`src/rtl/vga_grid_decoder_pkg.sv`:
```
// Shared constants, colour codes and FSM state for the VGA grid decoder.
// CRC helper exists only when VGA_GRID_DECODER_FRAME_SIG_EN is defined.
package vga_grid_decoder_pkg;

  localparam int CLK_PER_PIX = 2;
  localparam int H_SYNC      = 96;
  localparam int H_BACK      = 48;
  localparam int H_TOTAL     = 800;
  localparam int V_SYNC      = 2;
  localparam int V_BACK      = 33;
  localparam int V_TOTAL     = 525;

  localparam int CELL_W = 80;
  localparam int CELL_H = 60;
  localparam int GRID_N = 8;

  localparam logic [11:0] COL_PAC   = 12'hFF0;
  localparam logic [11:0] COL_GHOST = 12'hF00;

  typedef enum logic [1:0] {
    WAIT_FRAME,
    ACTIVE,
    COMMIT
  } state_t;

`ifdef VGA_GRID_DECODER_FRAME_SIG_EN
  // CRC-16-CCITT (poly 0x1021) step over one 12-bit pixel, MSB first.
  function automatic logic [15:0] crc16_pix(input logic [15:0] crc_in, input logic [11:0] pix);
    logic [15:0] crc;
    crc = crc_in;
    for (int b = 11; b >= 0; b--) begin
      if (crc[15] ^ pix[b]) crc = {crc[14:0], 1'b0} ^ 16'h1021;
      else                  crc = {crc[14:0], 1'b0};
    end
    return crc;
  endfunction
`endif

endpackage

```
`src/rtl/vga_grid_decoder_timing.sv`:
```
// vga_rx_timing: recovers pixel/line position from hsync/vsync, flags bad
// line/frame lengths and strobes at each grid cell centre.
module vga_rx_timing #(
  parameter int CLK_PER_PIX = 2,
  parameter int H_SYNC      = 96,
  parameter int H_BACK      = 48,
  parameter int H_TOTAL     = 800,
  parameter int V_SYNC      = 2,
  parameter int V_BACK      = 33,
  parameter int V_TOTAL     = 525,
  parameter int CELL_WIDTH  = 80,
  parameter int CELL_HEIGHT = 60
) (
  input  logic       clk,
  input  logic       rst,
  input  logic       hsync,
  input  logic       vsync,
  output logic       sample_strobe,
  output logic [2:0] cell_i,
  output logic [2:0] cell_j,
  output logic       frame_edge,
  output logic       len_err
);
  import vga_grid_decoder_pkg::*;

  localparam logic [15:0] PH_LAST = 16'(CLK_PER_PIX - 1);
  localparam logic [15:0] H_LAST  = 16'(H_TOTAL - 1);
  localparam logic [15:0] V_LAST  = 16'(V_TOTAL - 1);

  logic        hsync_reg, vsync_reg;
  logic        h_seen_reg, v_seen_reg;
  logic [15:0] phase_reg, hcnt_reg, vcnt_reg;
  logic        h_fall, v_fall, pix_tick;
  logic [GRID_N-1:0] col_hit, row_hit;

  assign h_fall     = hsync_reg & ~hsync;
  assign v_fall     = vsync_reg & ~vsync;
  assign pix_tick   = (phase_reg == PH_LAST) && !h_fall;
  assign frame_edge = v_fall;

  // Length checks are skipped until one full line/frame has been seen.
  always_ff @(posedge clk or posedge rst) begin
    if (rst) begin
      hsync_reg  <= 1'b0;
      vsync_reg  <= 1'b0;
      h_seen_reg <= 1'b0;
      v_seen_reg <= 1'b0;
      phase_reg  <= '0;
      hcnt_reg   <= '0;
      vcnt_reg   <= '0;
      len_err    <= 1'b0;
    end else begin
      hsync_reg <= hsync;
      vsync_reg <= vsync;
      len_err   <= 1'b0;
      if (h_fall) begin
        phase_reg  <= '0;
        hcnt_reg   <= '0;
        h_seen_reg <= 1'b1;
        if (h_seen_reg && hcnt_reg != H_LAST) len_err <= 1'b1;
      end else begin
        phase_reg <= (phase_reg == PH_LAST) ? '0 : phase_reg + 16'd1;
        if (pix_tick) hcnt_reg <= hcnt_reg + 16'd1;
      end
      if (v_fall) begin
        vcnt_reg   <= '0;
        v_seen_reg <= 1'b1;
        if (v_seen_reg && vcnt_reg != V_LAST) len_err <= 1'b1;
      end else if (h_fall) begin
        vcnt_reg <= vcnt_reg + 16'd1;
      end
    end
  end

  genvar gi;
  generate
    for (gi = 0; gi < GRID_N; gi++) begin : g_hit
      assign col_hit[gi] = (hcnt_reg == 16'(H_SYNC + H_BACK + CELL_WIDTH / 2 + CELL_WIDTH * gi));
      assign row_hit[gi] = (vcnt_reg == 16'(V_SYNC + V_BACK + CELL_HEIGHT / 2 + CELL_HEIGHT * gi));
    end
  endgenerate

  always_comb begin
    cell_i = '0;
    cell_j = '0;
    for (int k = 0; k < GRID_N; k++) begin
      if (col_hit[k]) cell_i = 3'(k);
      if (row_hit[k]) cell_j = 3'(k);
    end
  end

  assign sample_strobe = pix_tick && (|col_hit) && (|row_hit);

endmodule

```
`src/rtl/vga_grid_decoder.sv`:
```
// Decodes PacMan/ghost grid cells from a received VGA stream.
// Define VGA_GRID_DECODER_FRAME_SIG_EN to add the frame_sig CRC output.
module vga_grid_decoder #(
  parameter int CLK_PER_PIX = vga_grid_decoder_pkg::CLK_PER_PIX,
  parameter int H_SYNC      = vga_grid_decoder_pkg::H_SYNC,
  parameter int H_BACK      = vga_grid_decoder_pkg::H_BACK,
  parameter int H_TOTAL     = vga_grid_decoder_pkg::H_TOTAL,
  parameter int V_SYNC      = vga_grid_decoder_pkg::V_SYNC,
  parameter int V_BACK      = vga_grid_decoder_pkg::V_BACK,
  parameter int V_TOTAL     = vga_grid_decoder_pkg::V_TOTAL,
  parameter int CELL_WIDTH  = vga_grid_decoder_pkg::CELL_W,
  parameter int CELL_HEIGHT = vga_grid_decoder_pkg::CELL_H
) (
`ifdef VGA_GRID_DECODER_FRAME_SIG_EN
  output logic [15:0] frame_sig,
`endif
  input  logic       clk,
  input  logic       reset,
  input  logic       hsync,
  input  logic       vsync,
  input  logic [3:0] vga_r,
  input  logic [3:0] vga_g,
  input  logic [3:0] vga_b,
  output logic [2:0] pac_x,
  output logic [2:0] pac_y,
  output logic [2:0] ghost_x,
  output logic [2:0] ghost_y,
  output logic       pac_found,
  output logic       ghost_found,
  output logic       dup_err,
  output logic       sync_err,
  output logic       frame_done
);
  import vga_grid_decoder_pkg::*;

  logic        sample_strobe, frame_edge, len_err;
  logic [2:0]  cell_i, cell_j;
  logic [11:0] pix;
  state_t      state_reg;

  logic [2:0]  sh_pac_x_reg, sh_pac_y_reg, sh_ghost_x_reg, sh_ghost_y_reg;
  logic        sh_pac_found_reg, sh_ghost_found_reg, sh_dup_reg;
`ifdef VGA_GRID_DECODER_FRAME_SIG_EN
  logic [15:0] sh_crc_reg;
`endif

  assign pix = {vga_r, vga_g, vga_b};

  vga_rx_timing #(
    .CLK_PER_PIX(CLK_PER_PIX), .H_SYNC(H_SYNC), .H_BACK(H_BACK), .H_TOTAL(H_TOTAL),
    .V_SYNC(V_SYNC), .V_BACK(V_BACK), .V_TOTAL(V_TOTAL),
    .CELL_WIDTH(CELL_WIDTH), .CELL_HEIGHT(CELL_HEIGHT)
  ) u_timing (
    .clk(clk), .rst(reset), .hsync(hsync), .vsync(vsync),
    .sample_strobe(sample_strobe), .cell_i(cell_i), .cell_j(cell_j),
    .frame_edge(frame_edge), .len_err(len_err)
  );

  always_ff @(posedge clk or posedge reset) begin
    if (reset) begin
      state_reg          <= WAIT_FRAME;
      pac_x              <= '0;
      pac_y              <= '0;
      ghost_x            <= '0;
      ghost_y            <= '0;
      pac_found          <= 1'b0;
      ghost_found        <= 1'b0;
      dup_err            <= 1'b0;
      sync_err           <= 1'b0;
      frame_done         <= 1'b0;
      sh_pac_x_reg       <= '0;
      sh_pac_y_reg       <= '0;
      sh_ghost_x_reg     <= '0;
      sh_ghost_y_reg     <= '0;
      sh_pac_found_reg   <= 1'b0;
      sh_ghost_found_reg <= 1'b0;
      sh_dup_reg         <= 1'b0;
`ifdef VGA_GRID_DECODER_FRAME_SIG_EN
      frame_sig          <= '0;
      sh_crc_reg         <= 16'hFFFF;
`endif
    end else begin
      frame_done <= 1'b0;
      if (len_err) sync_err <= 1'b1;
      case (state_reg)
        WAIT_FRAME: if (frame_edge) state_reg <= ACTIVE;
        ACTIVE: begin
          if (frame_edge) begin
            state_reg <= COMMIT;
          end else if (sample_strobe) begin
            if (pix == COL_PAC) begin
              if (sh_pac_found_reg) sh_dup_reg <= 1'b1;
              else begin
                sh_pac_found_reg <= 1'b1;
                sh_pac_x_reg     <= cell_i;
                sh_pac_y_reg     <= cell_j;
              end
            end
            if (pix == COL_GHOST) begin
              if (sh_ghost_found_reg) sh_dup_reg <= 1'b1;
              else begin
                sh_ghost_found_reg <= 1'b1;
                sh_ghost_x_reg     <= cell_i;
                sh_ghost_y_reg     <= cell_j;
              end
            end
`ifdef VGA_GRID_DECODER_FRAME_SIG_EN
            sh_crc_reg <= crc16_pix(sh_crc_reg, pix);
`endif
          end
        end
        COMMIT: begin
          // The first cell row is far below line 0, so clearing here loses no samples.
          pac_x              <= sh_pac_x_reg;
          pac_y              <= sh_pac_y_reg;
          ghost_x            <= sh_ghost_x_reg;
          ghost_y            <= sh_ghost_y_reg;
          pac_found          <= sh_pac_found_reg;
          ghost_found        <= sh_ghost_found_reg;
          dup_err            <= sh_dup_reg;
          frame_done         <= 1'b1;
          sh_pac_x_reg       <= '0;
          sh_pac_y_reg       <= '0;
          sh_ghost_x_reg     <= '0;
          sh_ghost_y_reg     <= '0;
          sh_pac_found_reg   <= 1'b0;
          sh_ghost_found_reg <= 1'b0;
          sh_dup_reg         <= 1'b0;
`ifdef VGA_GRID_DECODER_FRAME_SIG_EN
          frame_sig          <= sh_crc_reg;
          sh_crc_reg         <= 16'hFFFF;
`endif
          state_reg          <= ACTIVE;
        end
        default: state_reg <= WAIT_FRAME;
      endcase
    end
  end

endmodule

```
`config.mk`:
```
export PLATFORM = sky130hd
export DESIGN_NAME = vga_grid_decoder
export DESIGN_NICKNAME = d
export VERILOG_FILES = /design/src/rtl/vga_grid_decoder_pkg.sv /design/src/rtl/vga_grid_decoder_timing.sv /design/src/rtl/vga_grid_decoder.sv
export SDC_FILE = /design/constraint.sdc
export NUM_CORES = 1
export LEC_CHECK = 0
export CAP_MARGIN = 5
export CORE_AREA = 3 3 89 91
export DETAILED_ROUTE_END_ITERATION = 12
export DIE_AREA = 0 0 92 94
export PLACE_DENSITY = 0.82
export SLEW_MARGIN = 25
export SYNTH_ARGS = -nofsm -noshare
export SYNTH_HDL_FRONTEND = slang
export SYNTH_SLANG_ARGS = --single-unit
```
`constraint.sdc`:
```
create_clock -name clk -period 6 [get_ports clk]
set_input_delay 0.6 -clock clk [delete_from_list [all_inputs] [get_ports clk]]
set_output_delay 0.6 -clock clk [all_outputs]
set_load 0.03 [all_outputs]
```
==> flow_summary.json, run 1 <==
{
  "status": "finished clean",
  "hold_buffers": 0,
  "tns_ns": 0,
  "synth_area_um2": 4520,
  "die-area_um2": 8650,
  "cts_sinks": 87,
  "synth_cell_types": 55,
  "post_cts_buffers": 0,
  "cap_violations": 0,
  "drt_wl_total_mm": 8.80,
  "firstDrtPassIters": 4,
  "powerDensity_nw_per_um2": 310,
  "setup_viol": 0,
  "rsz0062_at_grt": "no",
  "cpPeakStageDelay_ns": 0.54,
  "yosys-top-cells-area": "dfrtp_1 48%, nand2_1 6.9%, nor2_1 2.9%",
  "yosysSeqAreaShare_pct": 48.2,
  "stdcell_count": 596,
  "drc": 0,
  "drive_gt1_share_pct": 7.65,
  "initial_core_util_pct": 62.7,
  "worstSetupStartpoint": "vsync",
  "pin_count": 33,
  "path_cells": "clkdlybuf4s50_1, nor2b_1, buf_4, or4b_4, nor4_4, o2111a_1, mux2i_1",
  "critical_path_class": "in -> reg",
  "via_per_inst": 5.75,
  "gp_congestion": 0.842,
  "synth_commonest_cells": "87 x dfrtp_1, 83 x nand2_1, 35 x nor2_1",
  "hpwl_mm": 6.26,
  "grt_overflow_total": 0,
  "cts_tree": "done",
  "drt_iter0_drc": 230,
  "postCtsResizedCells": 0,
  "finalCritPeriodShare_pct": 42.0,
  "synth_warnings": 0,
  "fp.coreArea_um2": 7210,
  "root_buffer": "clkbuf_8",
  "crit_family": "simple AND/OR/NAND/NOR gates",
  "synth_edf_count": 0,
  "worst_slack_ns": 3.48,
  "clkTransAtPathRegs_ns": 0.08,
  "worstPathMaxFanout": 21,
  "crit_path_end": "sh_ghost_y_reg[1]$_DFFE_PP0P_",
  "grt_use_total_pct": 21.6,
  "port_buffers": 32,
  "yosys.area.top_type": "dfrtp_1",
  "grt_pass1_wl_mm": 15.0,
  "clk_path_buf_depth": 2,
  "grt_max_degree": 47,
  "crit_required_ns": 6.28,
  "reg2reg_to": "u_timing.hcnt_reg[15]$_DFFE_PP0P_",
  "grt_pass1_vias": 3279,
  "layout.area.seq_um2": 2180,
  "drt.antenna.violating_nets": 0,
  "vias": 3429,
  "cts_made_buffers": 9,
  "slowest_stage": "or4b_4",
  "final_hold_viol_count": 0,
  "ys_async_sr_fraction_pct": 100,
  "clock_latency_ns": 0.36,
  "row_count": 31,
  "maxSlewHeadroom_pct": 60.1,
  "slew_violations": 0,
  "dp_slack_ns": 3.10,
  "synth_top_area_share_pct": 48.2,
  "antenna_found_initial": 0,
  "h-tree-depth": 3,
  "rrSetupSlack_ns": 3.64,
  "die_h_um": 94,
  "path_buf_inv": 2,
  "fillCellCount": 569,
  "die_x_um": 92,
  "syn-instance-count": 471,
  "critical_path_arrival_ns": 2.80,
  "ir_drop_v": 0.000216,
  "finalClockSkew_ns": 0.0121,
  "syn2layout_area_growth_pct": 11.7,
  "yosysMostFrequentCell": "dfrtp_1",
  "postSynthAreaPerCell_um2": 9.60,
  "diodes": 0,
  "worst-path-stages": 7,
  "dp_cells": 581,
  "synth_nets": 494,
  "end_kind": "flop",
  "multi_input_area_um2": 2150,
  "synth_ff_type": "dfrtp_1",
  "rr_startpoint": "u_timing.phase_reg[0]$_DFF_PP0_",
  "leakagePower_nw": 2.18,
  "hp-class": "reg -> reg",
  "cp-start-kind": "input pin",
  "ys_seq_elements": 87,
  "avgRoutedWirePerCell_um": 14.8,
  "layout_min_cycle_time_ns": 2.52,
  "tightest_slew_ns": 0.597,
  "fmax_mhz": 396,
  "rr_worst_depth": 6,
  "layout.nets": 516
}
[where the power goes]
group	switching [mW]	leakage (nW)	internal, mW
Sequential	0.0689	1.17	0.692
Clock	0.211	0.0781	0.150
Combinational	0.273	0.932	0.173
Total	0.552	2.18	1.01
[cell usage in the layout, fill, tap and decap left out, types with 6 or more instances in the layout]
master | Yosys | layout
dfrtp_1 | 87 | 87
nand2_1 | 83 | 83
nor2_1 | 35 | 35
clkdlybuf4s50_1 | 0 | 32
o21ai_0 | 19 | 19
a21oi_1 | 18 | 18
inv_1 | 17 | 16
nand3_1 | 16 | 16
xor2_1 | 15 | 15
xnor2_1 | 14 | 14
or3_1 | 14 | 14
nand4_1 | 12 | 12
mux2i_1 | 12 | 12
nor3_1 | 9 | 9
clkbuf_8 | 0 | 9
ha_1 | 7 | 7
o211ai_1 | 6 | 6
[stage by stage]
stage / hold slack, ns / power, mW / area [µm²] / utilization (%)
finish: 0.431 / 1.57 / 5050 / 70.0
global route: 0.455 / 1.66 / 5050 / 70.0
CTS: 0.432 / 1.58 / 5050 / 70.0
detailed placement: 0.413 / 1.22 / 4880 / 67.6
global placement: 0.415 / 1.20 / 4860 / 67.4
floorplan: 0.410 / 1.06 / 4520 / -
[worst min path at each step]
stage                          startpoint              endpoint  slack, ns  depth (start not counted)
2_1_floorplan  u_timing.len_err$_DFF_PP0_  sync_err$_DFFE_PP0P_       0.41                          1
3_3_place_gp   u_timing.len_err$_DFF_PP0_  sync_err$_DFFE_PP0P_       0.41                          1
3_5_place_dp   u_timing.len_err$_DFF_PP0_  sync_err$_DFFE_PP0P_       0.41                          1
4_1_cts        u_timing.len_err$_DFF_PP0_  sync_err$_DFFE_PP0P_       0.43                          1
5_1_grt        u_timing.len_err$_DFF_PP0_  sync_err$_DFFE_PP0P_       0.45                          1
6_report       u_timing.len_err$_DFF_PP0_  sync_err$_DFFE_PP0P_       0.43                          1
[area by class of cell]
cell class,count,area share (%)
Sequential cell,87,43.1
Multi-Input combinational cell,341,42.5
Timing Repair Buffer,36,7.19
Inverter,18,1.36
Clock buffer,9,2.45
Clock inverter,6,0.892
Tap cell,99,2.45
[worst reg2reg max path, stage by stage (launching register included)]
cell and delay, ns:
dfrtp_1 0.45, ha_1 0.18, nor3b_1 0.23, and4_1 0.55
nand4_4 0.22, or4_1 0.51, a21oi_1 0.15
[layer usage]
metal	vias up	share of wire [%]	track usage, %
met5	-	0	0
met4	0	2.1	9.90
met3	15	4.1	3.29
met2	61	50	35.3
met1	1673	44	28.6
li1	1680	-	-
[logic make-up (layout without fill, tap and decap cells)]
kind of cell / after synthesis / after routing / share of synthesized area (%)
buffers and inverters: 43 / 69 / 4.35
muxes: 12 / 12 / 2.66
adders and majority gates: 7 / 7 / 1.94
and+or+nand+nor: 234 / 234 / 28.9
xor gates and xnor gates: 29 / 29 / 5.62
DFF: 87 / 87 / 48.2
AOI/OAI and AO/OA: 59 / 59 / 8.41
No activity file was read; power rests on OpenSTA's default activity.
==> inputs of run 2 (changes only) <==
--- a/config.mk
+++ b/config.mk
@@ -6,10 +6,10 @@
 export NUM_CORES = 1
 export LEC_CHECK = 0
 export CAP_MARGIN = 5
-export CORE_AREA = 3 3 89 91
+export CORE_AREA = 3 3 97 99
 export DETAILED_ROUTE_END_ITERATION = 12
-export DIE_AREA = 0 0 92 94
-export PLACE_DENSITY = 0.82
+export DIE_AREA = 0 0 100 102
+export PLACE_DENSITY = 0.73
 export SLEW_MARGIN = 25
 export SYNTH_ARGS = -nofsm -noshare
 export SYNTH_HDL_FRONTEND = slang
==> constraint.sdc (replaced) <==
create_clock -name clk -period 2.03 [get_ports clk]
set_input_delay 0.203 -clock clk [delete_from_list [all_inputs] [get_ports clk]]
set_output_delay 0.203 -clock clk [all_outputs]
set_load 0.03 [all_outputs]
==> run 2 against run 1 <==
Critical path depth did not move. Die area rose by 18%. Sequential share of layout area fell by 3.8 points. Design area rose by 9.8%. Global-route usage fell by 2.3 points. Clock skew rose by 0.0035 ns. Critical endpoint is now sh_dup_reg$_DFFE_PP0P_. Via count rose by 4.3%. Combinational power rose to 3.4 times the previous value. Worst hold slack got worse by 0.30 ns. The flow now finishes with violations (setup timing). Total power rose to 3.3 times the previous value. Cell count rose by 8.4%.
==> flow_summary.json, run 2 (synthesis results as in run 1) <==
{
  "status": "finished, violations left",
  "failed_checks": "setup timing",
  "vias": 3575,
  "rr_startpoint": "u_timing.hsync_reg$_DFF_PP0_",
  "rr_worst_depth": 7,
  "row_count": 34,
  "clk_path_buf_depth": 2,
  "p_comb_share_pct": 29.9,
  "cts_sinks": 87,
  "p_int_mw": 3.40,
  "reg2reg_to": "sh_dup_reg$_DFFE_PP0P_",
  "sw_frac_of_total_pct": 33.5,
  "via_per_inst": 5.53,
  "worst_slack_ns": -0.0549,
  "drt.antenna.violating_nets": 0,
  "route.met3.wl_um": 251,
  "critical_path_class": "reg -> reg",
  "cts_tree": "done",
  "rrSetupSlack_ns": -0.05,
  "rsz0062_at_grt": "yes",
  "drc": 0,
  "avgRoutedWirePerCell_um": 14.8,
  "finalClockSkew_ns": 0.0156,
  "syn2layout_area_growth_pct": 22.6,
  "critPathMostFrequentCell": "buf_4",
  "layout_min_cycle_time_ns": 2.08,
  "h-tree-depth": 3,
  "diodes": 0,
  "drive_gt1_share_pct": 17.1,
  "finalCritPeriodShare_pct": 103,
  "p_clk_share_pct": 26.2,
  "grt_use_total_pct": 19.3,
  "pin_count": 33,
  "die_x_um": 100,
  "worstPathMaxFanout": 3,
  "path_cells": "nor2b_4, or4b_4, nor4_4, buf_4, nand4b_1, buf_4, o21ai_2",
  "hold_buffers": 0,
  "powerDensity_nw_per_um2": 923,
  "maxSlewHeadroom_pct": 72.9,
  "cpPeakStageDelay_ns": 0.53,
  "path_buf_inv": 2,
  "final_cell_mix": "85 x dfrtp_1, 83 x nand2_1, 41 x buf_4, 35 x nor2_1, 32 x clkdlybuf4s50_1",
  "hp-class": "in -> async",
  "root_buffer": "clkbuf_8",
  "hpwl_mm": 6.64,
  "gp_congestion": 0.837,
  "worstSetupStartpoint": "u_timing.hsync_reg$_DFF_PP0_",
  "grt_overflow_total": 0,
  "final_core_util_pct": 64.2,
  "drt_iter0_drc": 145,
  "crit_family": "simple AND/OR/NAND/NOR gates",
  "tightest_slew_ns": 0.406,
  "cp-start-kind": "flop",
  "grt_pass1_wl_mm": 16.0,
  "leakagePower_nw": 2.45,
  "clkTransAtPathRegs_ns": 0.10,
  "layout_commonest_cell": "dfrtp_1",
  "layout.nets": 556,
  "wl_met1_mm": 4.42,
  "fp.coreArea_um2": 8640,
  "dp_slack_ns": -0.213,
  "initial_core_util_pct": 52.3,
  "end_kind": "flop",
  "dr_wl_met2_mm": 4.74,
  "power_frac_seq_pct": 43.9,
  "crit_required_ns": 2.32,
  "grt_max_degree": 49,
  "fmax_mhz": 480,
  "cap_violations": 0,
  "port_buffers": 32,
  "setup_viol": 4,
  "firstDrtPassIters": 4,
  "slew_violations": 0,
  "antenna_found_initial": 0,
  "routed.top_layer": "met4",
  "ir_drop_v": 0.000726,
  "slowest_stage": "or4b_4",
  "critical_path_arrival_ns": 2.38,
  "drt_wl_total_mm": 9.54,
  "cts_made_buffers": 9,
  "netSwitchingPower_mw": 1.72,
  "final_hold_viol_count": 0,
  "die_h_um": 102,
  "grt_pass1_vias": 3415,
  "die-area_um2": 10200,
  "clock_latency_ns": 0.35
}
## run 2: cell count changes in the layout (fill, tap and decap cells not counted), sizes merged
cell and delta:
clkbuf +1, clkinv -1, buf +40, bufinv +2, clkinvlp -1
## run 2: per-stage QoR
stage | power (mW) | setup TNS (ns) | hold slack [ns] | instances | cell area, µm²
floorplan | 3.14 | 0 | 0.234 | 471 | 4520
global placement | 3.66 | -1.78 | 0.414 | 624 | 5150
detailed placement | 3.71 | -3.01 | 0.422 | 624 | 5150
CTS | 5.08 | -0.0506 | 0.137 | 643 | 5420
global route | 5.41 | -1.55 | 0.155 | 646 | 5540
finish | 5.12 | -0.134 | 0.135 | 646 | 5540
## run 2: worst register-to-register path: stages, from the launching register on
cell	delay, ns
dfrtp_1	0.38
nor2b_4	0.14
or4b_4	0.53
nor4_4	0.32
buf_4	0.16
nand4b_1	0.21
buf_4	0.22
o21ai_2	0.09
## run 2: worst max path at each step
stage	to	depth (start not counted)	slack, ns
floorplan	sh_ghost_x_reg[2]$_DFFE_PP0P_	7	0.12
global placement	sh_pac_y_reg[2]$_DFFE_PP0P_	6	-0.14
detailed placement	sh_ghost_x_reg[1]$_DFFE_PP0P_	7	-0.21
CTS	sh_ghost_x_reg[1]$_DFFE_PP0P_	6	-0.02
global route	sh_ghost_found_reg$_DFFE_PP0P_	6	-0.16
finish	sh_dup_reg$_DFFE_PP0P_	7	-0.05
## run 2: layout make-up
| cell class | instances | area [µm²] |
|---|---|---|
| clock buffers | 10 | 128 |
| clock inverters | 6 | 92.6 |
| fillers | 708 | 3090 |
| inverters | 18 | 71.3 |
| multi-input cells | 341 | 2270 |
| flip-flops and latches | 87 | 2180 |
| well taps | 108 | 135 |
| repair buffers | 76 | 671 |
## run 2: layer usage
| layer | track usage, % | up-vias |
|---|---|---|
| met2 | 32.8 | 49 |
| met5 | 0 | - |
| met3 | 2.73 | 11 |
| met4 | 5.91 | 0 |
| met1 | 26.0 | 1759 |
| li1 | - | 1756 |
## run 2: power by group through the flow
stage	registers, mW	clock network (mW)	logic, mW
CTS	2.24	1.36	1.48
global route	2.29	1.43	1.69
global placement	2.25	0	1.40
floorplan	2.52	0	0.620
detailed placement	2.27	0	1.44
finish	2.25	1.34	1.53
## run 2: what timing repair did
item,in CTS,in global routing
resized for setup,7,18
pin swaps,5,7
endpoints found under the setup margin,19,22
setup buffers,3,3
